$ cat src/rtl/aes_key_expand.sv
// AES-128 key schedule: emits the 11 round keys one at a time under a valid/ready
// handshake, sharing a single S-box across the four bytes of each SubWord step.
module aes_key_expand (
   input  logic         clk,
   input  logic         rst,
   input  logic         start,
   input  logic [127:0] key,
   output logic [127:0] round_key,
   output logic [3:0]   round_num,
   output logic         rk_valid,
   input  logic         rk_ready,
   output logic         busy,
   output logic         done
);

   typedef enum logic [1:0] {IDLE, OUT, SUB, GEN} state_t;

   // Forward S-box, entry 0 in the most significant byte
   localparam logic [0:255][7:0] SBOX = {
      128'h637c777bf26b6fc53001672bfed7ab76,
      128'hca82c97dfa5947f0add4a2af9ca472c0,
      128'hb7fd9326363ff7cc34a5e5f171d83115,
      128'h04c723c31896059a071280e2eb27b275,
      128'h09832c1a1b6e5aa0523bd6b329e32f84,
      128'h53d100ed20fcb15b6acbbe394a4c58cf,
      128'hd0efaafb434d338545f9027f503c9fa8,
      128'h51a3408f929d38f5bcb6da2110fff3d2,
      128'hcd0c13ec5f974417c4a77e3d645d1973,
      128'h60814fdc222a908846eeb814de5e0bdb,
      128'he0323a0a4906245cc2d3ac629195e479,
      128'he7c8376d8dd54ea96c56f4ea657aae08,
      128'hba78252e1ca6b4c6e8dd741f4bbd8b8a,
      128'h703eb5664803f60e613557b986c11d9e,
      128'he1f8981169d98e949b1e87e9ce5528df,
      128'h8ca1890dbfe6426841992d0fb054bb16
   };

   // Round constant for the key that follows round rn
   function automatic logic [7:0] rcon_for(input logic [3:0] rn);
      logic [7:0] rc;
      case (rn)
         4'd0:    rc = 8'h01;
         4'd1:    rc = 8'h02;
         4'd2:    rc = 8'h04;
         4'd3:    rc = 8'h08;
         4'd4:    rc = 8'h10;
         4'd5:    rc = 8'h20;
         4'd6:    rc = 8'h40;
         4'd7:    rc = 8'h80;
         4'd8:    rc = 8'h1b;
         4'd9:    rc = 8'h36;
         default: rc = 8'h00;
      endcase
      return rc;
   endfunction

   state_t      state, next_state;
   logic [31:0] temp;
   logic [1:0]  byte_idx;
   logic [31:0] w0, w1, w2, w3, rot_word, t, n0, n1, n2, n3;
   logic [7:0]  sbox_in, sbox_out;
   logic        accept;

   assign w0       = round_key[31:0];
   assign w1       = round_key[63:32];
   assign w2       = round_key[95:64];
   assign w3       = round_key[127:96];
   assign rot_word = {w3[23:0], w3[31:24]};
   assign rk_valid = (state == OUT);
   assign busy     = (state != IDLE);
   assign accept   = (state == OUT) && rk_ready;

   always_comb begin
      sbox_in = 8'h00;
      case (byte_idx)
         2'd0: sbox_in = rot_word[31:24];
         2'd1: sbox_in = rot_word[23:16];
         2'd2: sbox_in = rot_word[15:8];
         2'd3: sbox_in = rot_word[7:0];
         default: sbox_in = 8'h00;
      endcase
   end

   assign sbox_out = SBOX[sbox_in];

   always_comb begin
      t  = temp ^ {rcon_for(round_num), 24'h000000};
      n0 = w0 ^ t;
      n1 = w1 ^ n0;
      n2 = w2 ^ n1;
      n3 = w3 ^ n2;
   end

   always_ff @(posedge clk or posedge rst) begin
      if (rst) state <= IDLE;
      else     state <= next_state;
   end

   always_comb begin
      next_state = state;
      case (state)
         IDLE: if (start) next_state = OUT;
         OUT:  if (rk_ready) next_state = (round_num == 4'd10) ? IDLE : SUB;
         SUB:  if (byte_idx == 2'd3) next_state = GEN;
         GEN:  next_state = OUT;
         default: next_state = IDLE;
      endcase
   end

   always_ff @(posedge clk or posedge rst) begin
      if (rst) begin
         round_key <= '0;
         round_num <= '0;
         temp      <= '0;
         byte_idx  <= '0;
         done      <= 1'b0;
      end else begin
         done <= accept && (round_num == 4'd10);
         case (state)
            IDLE: begin
               if (start) begin
                  round_key <= key;
                  round_num <= 4'd0;
               end
            end
            OUT: begin
               if (rk_ready) byte_idx <= 2'd0;
            end
            SUB: begin
               case (byte_idx)
                  2'd0: temp[31:24] <= sbox_out;
                  2'd1: temp[23:16] <= sbox_out;
                  2'd2: temp[15:8]  <= sbox_out;
                  2'd3: temp[7:0]   <= sbox_out;
                  default: temp <= temp;
               endcase
               byte_idx <= byte_idx + 2'd1;
            end
            GEN: begin
               round_key <= {n3, n2, n1, n0};
               round_num <= round_num + 4'd1;
            end
            default: ;
         endcase
      end
   end

endmodule

$ cat config.mk
export PLATFORM = sky130hd
export DESIGN_NAME = aes_key_expand
export DESIGN_NICKNAME = d
export VERILOG_FILES = /design/src/rtl/aes_key_expand.sv
export SDC_FILE = /design/constraint.sdc
export NUM_CORES = 1
export LEC_CHECK = 0
export ABC_AREA = 1
export CAP_MARGIN = 20
export CORE_ASPECT_RATIO = 1.25
export CORE_MARGIN = 2
export CORE_UTILIZATION = 50
export CTS_CLUSTER_SIZE = 16
export DETAILED_ROUTE_END_ITERATION = 8
export DONT_BUFFER_PORTS = 1
export HOLD_SLACK_MARGIN = 0.05
export PLACE_DENSITY = 0.65
export SETUP_SLACK_MARGIN = 0.3
export SYNTH_ARGS = -nofsm -noshare
export SYNTH_HDL_FRONTEND = slang
export SYNTH_SLANG_ARGS = --single-unit
$ cat constraint.sdc
create_clock -name clk -period 14.27 [get_ports clk]
set_clock_uncertainty 0.1 [all_clocks]
set_input_delay 2.854 -clock clk [delete_from_list [all_inputs] [get_ports clk]]
set_output_delay 2.854 -clock clk [all_outputs]
set_load 0.1 [all_outputs]
* Word-level counts from Yosys, hierarchy flattened
Memory sizes are Yosys's and may differ from the RTL's. Index checks and enable logic that the tools add are counted.
Operators by class: add/sub/neg operators 2, multipliers 0, div/mod/pow operators 0, magnitude comparators 1, equality and inequality tests 10, shifts and indexed selects 0, mux-type cells 14, bitwise logic cells 6, reduce and logical (&&, ||, !) cells 14
Operator list (number):
- $pmux W128 S2 | 1
- $xor A32 B32 Y32 | 5
- $mux W128 | 1
- $pmux W8 S4 | 1
- $mux W8 | 2
- $reduce_and A2 Y1 | 6
- $mux W2 | 5
- $ge A9 B9 Y1 const B | 1
- $not A8 Y9 | 1
- $eq A2 B2 Y1 const B | 4
- $pmux W2 S4 | 1
- $pmux W4 S2 | 1
- $reduce_bool A2 Y1 | 3
- $add A4 B1 Y4 const B | 1
- $eq A2 B1 Y1 const B | 2
- $eq A4 B4 Y1 const B | 1
- $logic_not A2 Y1 | 2
- $mux W4 | 1
- $ne A2 B2 Y1 const B | 2
- $pmux W2 S2 | 1
- $reduce_and A3 Y1 | 1
- $add A2 B1 Y2 const B | 1
- $logic_and A1 B1 Y1 | 2
- $ne A2 B1 Y1 const B | 1
Storage, ports and cells: bits in registers 169, bits in latches 0, RAM bits 0, bits in read-only memories 2176, input bits 132, output and inout bits 135, word-level logic and storage cells 58, memories kept 2
Memories:
- (name not given) | words 256, width 8, read ports 1, clocked after Yosys merged registers in 0, write ports 0, line 84 | assign sbox_out = SBOX[sbox_in];
- (name not given) | words 16, width 8, read ports 1, clocked after Yosys merged registers in 0, write ports 0, line 41 | case (rn)

* Logic depth before layout (Yosys ltp)
Gate-level depths: netlist of the first run. An unclocked memory read counts as a cell.
word-level depth 7, gate-level depth with buffers 20, gate-level depth less buffers 19

* Worst setup path after synthesis of the first run
Ideal clock, no wire load.
path type input -> register, from input start, to register round_num[0], library setup time 162 ps, data arrival time 4037 ps, required time 14008 ps, setup slack 9971 ps, stages on the path 7, buffers on the path 2, cell sequence nor2_1 -> nor2_2 -> inv_1 -> nand2_1 -> clkbuf_1 -> clkbuf_1 -> a21oi_1
Between the ends: longest elaborated chain between the ends 2
RTL lines:
- from (decl) | line 6 | input logic start,
- $ne A2 B2 Y1 (no source line)
- $reduce_and A2 Y1 (no source line)
- to (signal assigned) | line 141 | round_num <= round_num + 4'd1;
- to (decl) | line 9 | output logic [3:0] round_num,
No other way between the ends. A chain may end at the register's enable or synchronous reset.

* Worst setup path after layout of the first run
from register state[0], to output busy
Between the ends: longest elaborated chain between the ends 1
RTL lines:
- from (decl) | line 57 | state_t state, next_state;
- from (signal assigned) | line 96 | else state <= next_state;
- $reduce_bool A2 Y1 | line 70 | assign busy = (state != IDLE);
- to (decl) | line 12 | output logic busy,
No other way between the ends.

==> results of run 1 <==
registers in the layout, indices dropped and copies added (netlist names):
signal	count
byte_idx	2
done	1
round_key	128
round_num	4
state	2
temp	32
final cells by class:
type	count	area, µm²
sequential	169	4230
multi-input combinational	1382	7100
antenna	1	2.50
timing repair buffer	20	166
clock inverter	9	116
fill	2450	11400
inverter	126	479
clock buffer	22	474
tap	330	413
stage by stage:
step	cell area [µm²]	std cells	setup slack [ns]	utilization (%)	hold slack (ns)
global route	13000	2059	9.33	53.3	0.451
CTS	12900	2056	9.36	53.2	0.415
finish	13000	2059	9.37	53.3	0.415
global placement	12400	2025	9.16	50.8	0.396
floorplan	12300	1781	6.74	-	0.368
detailed placement	12400	2025	9.11	50.8	0.393
layer usage:
layer,track usage (%),share of wire [%],vias up
met5,0,0,-
met4,19.1,5.5,0
met3,7.97,8.9,155
met2,55.1,47,701
met1,43.8,39,5944
li1,-,-,5767
final timing paths:
path | cells after the start | to | slack (ns)
setup / recovery | 3 | busy | 9.37
hold / removal | 2 | temp[6] | 0.41
setup reg to reg | 18 | temp[23] | 9.78
hold reg to reg | 2 | temp[6] | 0.41
max in group asynchronous | 3 | temp[9] | 10.43
min in group asynchronous | 1 | round_key[1] | 2.34
cell usage in the layout, fill, tap and decap left out, drive strengths merged, types with 29 or more instances in the layout:
master  instances
nand2         579
nand3         344
dfrtp         169
inv           125
o21ai         110
nor2           94
xor2           67
o22ai          38
xnor2          31
a21oi          29
cell families (layout without fill, tap and decap cells):
| family | count (synthesis) | count (layout) | synth area share [%] |
|---|---|---|---|
| fa+ha+maj | 25 | 25 | 2.54 |
| other cells | 0 | 1 | 0 |
| xor+xnor | 98 | 98 | 6.98 |
| compound gates | 232 | 232 | 11.6 |
| buf+inv | 230 | 177 | 8.40 |
| flops | 169 | 169 | 34.4 |
| simple gates | 1025 | 1025 | 35.9 |
| mux | 2 | 2 | 0.163 |
critical path: stages, from the launching register on:
cell     delay (ns)
dfrtp_1        0.46
inv_1          0.12
ha_1           0.27
inv_1          0.65
==> flow_summary_export.csv, run 1 <==
group,metric,value,unit
grt,antenna_found_initial,1,
job,cap_violations,0,
logic_synthesis,syn-cell-area,12300,µm²
clock_network,root_buffer,"clkbuf_16",
timing,layout_worst_path_cycle_share,34.3,%
cells_and_area,layout-drive-gt1-share,5.61,%
logic_synthesis,synthFlopType,"dfrtp_1",
drt,viasPerCell,6.10,
die,ioPinCount,267,
clock_network,cts_setup_buffers,0,
timing,relSlewSlack,25.0,%
die,initial_core_util,50.5,%
setup_path,critPathMaxFanout,4,
clock_network,ctsHoldBuffers,0,
setup_path,crit_required,11.32,ns
cells_and_area,final_nets,1873,
logic_synthesis,ys_seq_area_share,34.4,%
grt,grt_max_degree,96,
cells_and_area,area_growth,5.57,%
logic_synthesis,synth_edf_count,0,
setup_path,endpoint_kind,"output pin",
timing,period_minus_slack,4.90,ns
logic_synthesis,synth-seq-cells,169,
timing,hold_viol_final,0,
clock_network,cts_made_buffers,17,
grt,grt_util_all_layers,34.7,%
grt,grt_pass1_vias,11600,
drt,wl,45900,µm
setup_path,crit_path_start_kind,"flop",
clock_network,post_cts_resized,0,
placement,dp_hpwl,31300,µm
logic_synthesis,yosys.area.top_type_share,34.4,%
timing,setup-tns-final,0,ns
logic_synthesis,synth_common_cells,"nand2_1, nand3_1, dfrtp_1, inv_1, o21ai_0",
grt,grt-ovfl-total,0,
min_path,min_from,"temp[6]",
outcome,outcome,"finished clean",
clock_network,cts_tree,"built",
logic_synthesis,syn_inst,1781,
drt,dr_total_vias,12600,
timing,setup_viol,0,
die,row_count,64,
logic_synthesis,synthArstFlopShare,100,%
clock_network,clk_pin_slew,0.06,ns
setup_path,r2r-start,"byte_idx[0]",
drt,antenna_left,0,
logic_synthesis,synthTopCellsByArea,"dfrtp_1, nand2_1, nand3_1, xor2_1, o21ai_0",
logic_synthesis,ys_warn_count,0,
placement,io_buffers,0,
timing,max_freq,0.204,GHz
die,die_area,25900,µm²
setup_path,crit_type,"flop to output pin",
timing,rsz0062_at_grt,"false",
drt,detail_route.iter0.violations,1360,
die,die_w,144,µm
timing,maxSlewViolCount,0,
clock_network,clk_path_buf_depth,2,
logic_synthesis,yosys.area.top_type,"dfrtp_1",
setup_path,crit_path_start,"state[0]",
logic_synthesis,yosysUniqueCellTypes,38,
min_path,hp-class,"flop to flop",
drt,wire_per_inst,22.3,µm
logic_synthesis,post-synth-top-count-cell,"nand2_1",
clock_network,clock-sinks,169,
grt,grt_first_pass_wirelength,68100,µm
die,coreArea,24300,µm²
logic_synthesis,syn_nets,1938,
drt,dr.pass1.iters,6,
setup_path,cp.arrival,1.94,ns
clock_network,htree_levels,4,
die,dieHeight,179,µm
clock_network,clk_latency,0.45,ns
placement,routabilityCongestion,0.994,
timing,worstMarginPinSlew,1.12,ns
drt,drc,0,
logic_synthesis,synth.avg_cell_area,6.91,µm²
Power of run 1 is not shown: default switching activity piles up to over one toggle a cycle in this logic, so the estimate is an artifact.
==> run 2: changes to the inputs <==
clock period = 4.8 ns   (was 14.27 ns; I/O delays follow)
==> run 2 against run 1 <==
Net effect: die area unchanged; count of clock-buffer cells in the layout decreased by 5; register-to-register slack got worse by 9.0 ns; critical path depth increased by 17; worst hold slack improved by 0.0028 ns; largest cell class unchanged.
==> flow_summary_export.csv, run 2 (synthesis results as in run 1) <==
group,metric,value,unit
setup_path,reg2reg_setup_slack,0.80,ns
clock_network,ctsHoldBuffers,0,
grt,antenna_found_initial,1,
grt,grt_max_degree,102,
clock_network,htree_levels,4,
cells_and_area,multiInputGateArea,7090,µm²
setup_path,crit_chain,"inv_1 -> ha_1 -> inv_2 -> nand2_1 -> nor2_1 -> nor2_4 -> ha_1 -> inv_1 -> nand3_1 -> buf_4 -> nand2_1 -> inv_1 -> nand2_1 -> nand2_1 -> nand3_1 -> nand2_1 -> nand2_1 -> nand3_1 -> nand3_1 -> nand2_1",
die,die_w,144,µm
setup_path,endpoint_kind,"flop",
clock_network,clk_path_buf_depth,2,
setup_path,cpPeakStageDelay,0.41,ns
clock_network,clk_pin_slew,0.07,ns
setup_path,endpoint,"temp[10]",
cells_and_area,seq_area,4230,µm²
die,dieHeight,179,µm
setup_path,r2r-start,"byte_idx[0]",
setup_path,crit_required,5.08,ns
timing,layout_worst_path_cycle_share,83.3,%
clock_network,cts_setup_buffers,0,
drt,dr_total_vias,13000,
drt,viasPerCell,6.21,
drt,dr.pass1.iters,7,
cells_and_area,nFillCells,2447,
cells_and_area,area_growth,7.87,%
cells_and_area,largest_reg_flops,128,
setup_path,slowest_stage,"dfrtp_1",
min_path,hold_path_depth,2,
grt,grt_first_pass_wirelength,73100,µm
timing,setup_viol,0,
timing,maxSlewViolCount,0,
die,ioPinCount,267,
drt,wire_per_inst,23.3,µm
outcome,outcome,"finished clean",
placement,io_buffers,0,
clock_network,clk_latency,0.45,ns
clock_network,post_cts_resized,0,
grt,grt_util_all_layers,37.6,%
cells_and_area,final_cell_mix,"nand2_1, nand3_1, dfrtp_1, inv_1, o21ai_0",
timing,period_minus_slack,4.00,ns
die,initial_core_util,50.5,%
timing,rsz0062_at_grt,"false",
cells_and_area,top_register,"round_key",
job,cap_violations,0,
cells_and_area,final_nets,1908,
setup_path,cp.arrival,4.28,ns
clock_network,cts_tree,"built",
drt,antenna_left,0,
clock_network,cts_made_buffers,17,
setup_path,critPathMaxFanout,16,
setup_path,crit_type,"flop to flop",
clock_network,root_buffer,"clkbuf_16",
timing,max_freq,0.250,GHz
setup_path,rr_worst_depth,20,
die,coreArea,24300,µm²
cells_and_area,largestRegisters,"round_key x128, temp x32, round_num x4",
min_path,hp-class,"flop to flop",
setup_path,r2r_end,"temp[10]",
drt,detail_route.iter0.violations,1218,
drt,drc,0,
timing,worstMarginPinSlew,1.16,ns
grt,grt-ovfl-total,0,
timing,setup-tns-final,0,ns
cells_and_area,final_common_cell,"nand2_1",
setup_path,crit_top_cell,"nand2_1",
die,die_area,25900,µm²
setup_path,crit_path_start_kind,"flop",
clock_network,clock-sinks,169,
timing,relSlewSlack,22.9,%
drt,wl,48800,µm
setup_path,crit_path_start,"byte_idx[0]",
die,row_count,64,
cells_and_area,layout-drive-gt1-share,7.65,%
placement,routabilityCongestion,1.04,
placement,dp_hpwl,34800,µm
timing,hold_viol_final,0,
grt,grt_pass1_vias,12300,
## run 2: area by class of cell
type,count,area share (%)
sequential,169,31.9
clock inverter,15,1.25
timing repair buffer,55,3.49
tap,330,3.11
inverter,126,3.60
antenna,1,0.0189
multi-input combinational,1382,53.4
clock buffer,17,3.21
## run 2: metal layers
layer | vias up | GRT usage, % | routed length [µm]
met5 | - | 0 | 0
met4 | 0 | 20.9 | 3110
met3 | 186 | 8.24 | 4030
met2 | 778 | 61.7 | 23300
met1 | 6190 | 45.9 | 18300
li1 | 5855 | - | -
## run 2: worst min-delay path by stage
stage               end      from  slack (ns)
6_report       temp[22]  temp[22]        0.42
5_1_grt        temp[22]  temp[22]        0.45
4_1_cts        temp[19]  temp[19]        0.42
3_5_place_dp   temp[19]  temp[19]        0.40
3_3_place_gp   temp[19]  temp[19]        0.40
2_1_floorplan  temp[27]  temp[27]        0.37
## run 2: metrics by stage
stage	hold WS (ns)	std cells	worst slack, ns	utilization (%)	area (µm²)
global placement	0.396	2062	0.947	52.1	12700
detailed placement	0.398	2062	0.916	52.1	12700
floorplan	0.368	1781	1.59	-	12300
CTS	0.420	2094	0.904	54.5	13300
finish	0.418	2095	0.801	54.5	13300
global route	0.452	2095	0.569	54.5	13300
## run 2: worst max-delay path: cells and delay by family (launching register included)
family	cells	cell delay, ns
DFF	1	0.41
buffers and inverters	5	1.02
and+or+nand+nor	13	1.66
adders and majority gates	2	0.70
Power of run 2 is left out for the same reason.
==> run 3: changes to the inputs <==
PLACE_DENSITY = 0.68   (was 0.65)
clock period = 3.6 ns   (was 4.8 ns; I/O delays follow)
==> run 3 against run 2 <==
Net effect: critical path type unchanged; register-to-register slack worse by 0.45 ns; utilization increased by 5.0 points; routed wire length is 6.9% higher; flip-flop and latch count stayed put; maximum frequency rose by 23%; non-clock buffer count grew 132; die area is the same; via count rose by 4.0%; global-route usage up 2.1 points.
==> flow_summary_export.csv, run 3 (synthesis results as in run 1) <==
group,metric,value,unit
timing,max_freq,0.308,GHz
cells_and_area,largest_reg_flops,128,
setup_path,crit_type,"flop to flop",
die,die_w,144,µm
cells_and_area,design_area,14500,µm²
grt,grt_max_degree,143,
drt,wl,52100,µm
clock_network,clk_path_buf_depth,2,
cells_and_area,diodes,0,
drt,detail_route.iter0.violations,1381,
setup_path,endpoint_kind,"flop",
die,dieHeight,179,µm
cells_and_area,largestRegisters,"round_key x128, temp x32, round_num x4",
grt,antenna_found_initial,1,
setup_path,crit_required,3.84,ns
placement,placedInstanceArea,13600,µm²
cells_and_area,area_growth,17.8,%
cells_and_area,final_nets,2040,
clock_network,root_buffer,"clkbuf_16",
clock_network,htree_levels,4,
min_path,hp-class,"input port to asynchronous set/reset pin",
clock_network,clk_latency,0.45,ns
grt,grt_util_all_layers,39.6,%
cells_and_area,final_common_cell,"nand2_1",
drt,dr_total_vias,13500,
die,ioPinCount,267,
setup_path,reg2reg_setup_slack,0.35,ns
clock_network,cts_made_buffers,17,
drt,dr.pass1.iters,6,
grt,grt-ovfl-total,0,
grt,grt_pass1_vias,12800,
placement,dp_hpwl,37700,µm
die,row_count,64,
timing,whs,0.167,ns
timing,rsz0062_at_grt,"true",
setup_path,r2r_end,"temp[25]",
timing,setup_viol,0,
drt,viasPerCell,6.08,
setup_path,crit_path_start_kind,"flop",
timing,worstMarginPinSlew,1.03,ns
drt,drc,0,
outcome,outcome,"finished clean",
job,cap_violations,0,
die,die_area,25900,µm²
cells_and_area,layout-drive-gt1-share,15.8,%
cells_and_area,top_register,"round_key",
setup_path,critPathMaxFanout,22,
timing,relSlewSlack,31.3,%
die,initial_core_util,50.5,%
timing,hold_viol_final,0,
grt,grt_first_pass_wirelength,76700,µm
placement,io_buffers,0,
clock_network,cts_tree,"built",
clock_network,ctsHoldBuffers,0,
timing,layout_worst_path_cycle_share,90.2,%
timing,period_minus_slack,3.25,ns
drt,antenna_left,0,
drt,wire_per_inst,23.4,µm
setup_path,r2r-start,"byte_idx[0]",
setup_path,rr_worst_depth,17,
setup_path,cp.arrival,3.48,ns
die,coreArea,24300,µm²
cells_and_area,final_cell_mix,"nand2_1, nand3_1, buf_4, dfrtp_1, inv_1",
clock_network,clock-sinks,169,
placement,routabilityCongestion,1.06,
timing,maxSlewViolCount,0,
clock_network,clk_pin_slew,0.08,ns
-- run 3: cell count changes in the layout (fill, tap and decap cells not counted), sizes merged --
cell	before	now
inv	129	126
clkinvlp	2	7
bufinv	2	1
clkinv	8	7
diode	1	0
buf	55	187
-- run 3: what timing repair did --
item,4_1_cts,5_1_grt
endpoints found under the setup margin,30,32
setup buffers,2,14
cloned,0,0
pin swaps,1,5
resized for setup,10,36
-- run 3: worst max-delay path: stages (launching register included) --
cell and delay (ns):
dfrtp_2 0.43, buf_4 0.14, ha_1 0.23, buf_4 0.18, nand2_1 0.13, nand2_1 0.11
inv_2 0.08, nand2_4 0.06, nand2_4 0.29, nand2_1 0.34, nand3_1 0.23, nand3_1 0.09
nand3_1 0.14, nand3_1 0.09, nand3_1 0.17, nand2_2 0.17, nand2_1 0.10, nand2_1 0.05
-- run 3: cell type report --
cell class	count	area (µm²)
Fill cell	2344	9850
Tap cell	330	413
Multi-Input combinational cell	1382	7260
Timing Repair Buffer	187	1540
Sequential cell	169	4230
Clock buffer	17	425
Inverter	126	478
Clock inverter	15	148
-- run 3: metal layers --
layer	routed length, µm	part of all wire, %	vias to the layer above	track usage [%]
met3	4520	8.7	155	8.90
li1	-	-	6110	-
met5	0	0	-	0
met2	24600	47	795	64.3
met4	2740	5.3	0	20.9
met1	20300	39	6464	49.5
-- run 3: worst max-delay path by stage --
| stage | start | end | depth (start not counted) |
|---|---|---|---|
| floorplan | round_key[121] | temp[0] | 16 |
| global placement | byte_idx[0] | temp[26] | 17 |
| detailed placement | byte_idx[0] | temp[26] | 19 |
| CTS | byte_idx[0] | temp[15] | 20 |
| global route | byte_idx[0] | temp[29] | 21 |
| finish | byte_idx[0] | temp[25] | 17 |
-- run 3: through the flow --
step	TNS [ns]	cells	utilization (%)	setup slack, ns
floorplan	0	1781	-	0.522
global placement	-0.127	2178	55.9	-0.0423
detailed placement	-0.0193	2178	55.9	-0.0144
CTS	0	2212	58.5	0.317
global route	0	2226	59.5	0.261
finish	0	2226	59.5	0.351
Power of run 3 is left out for the same reason.
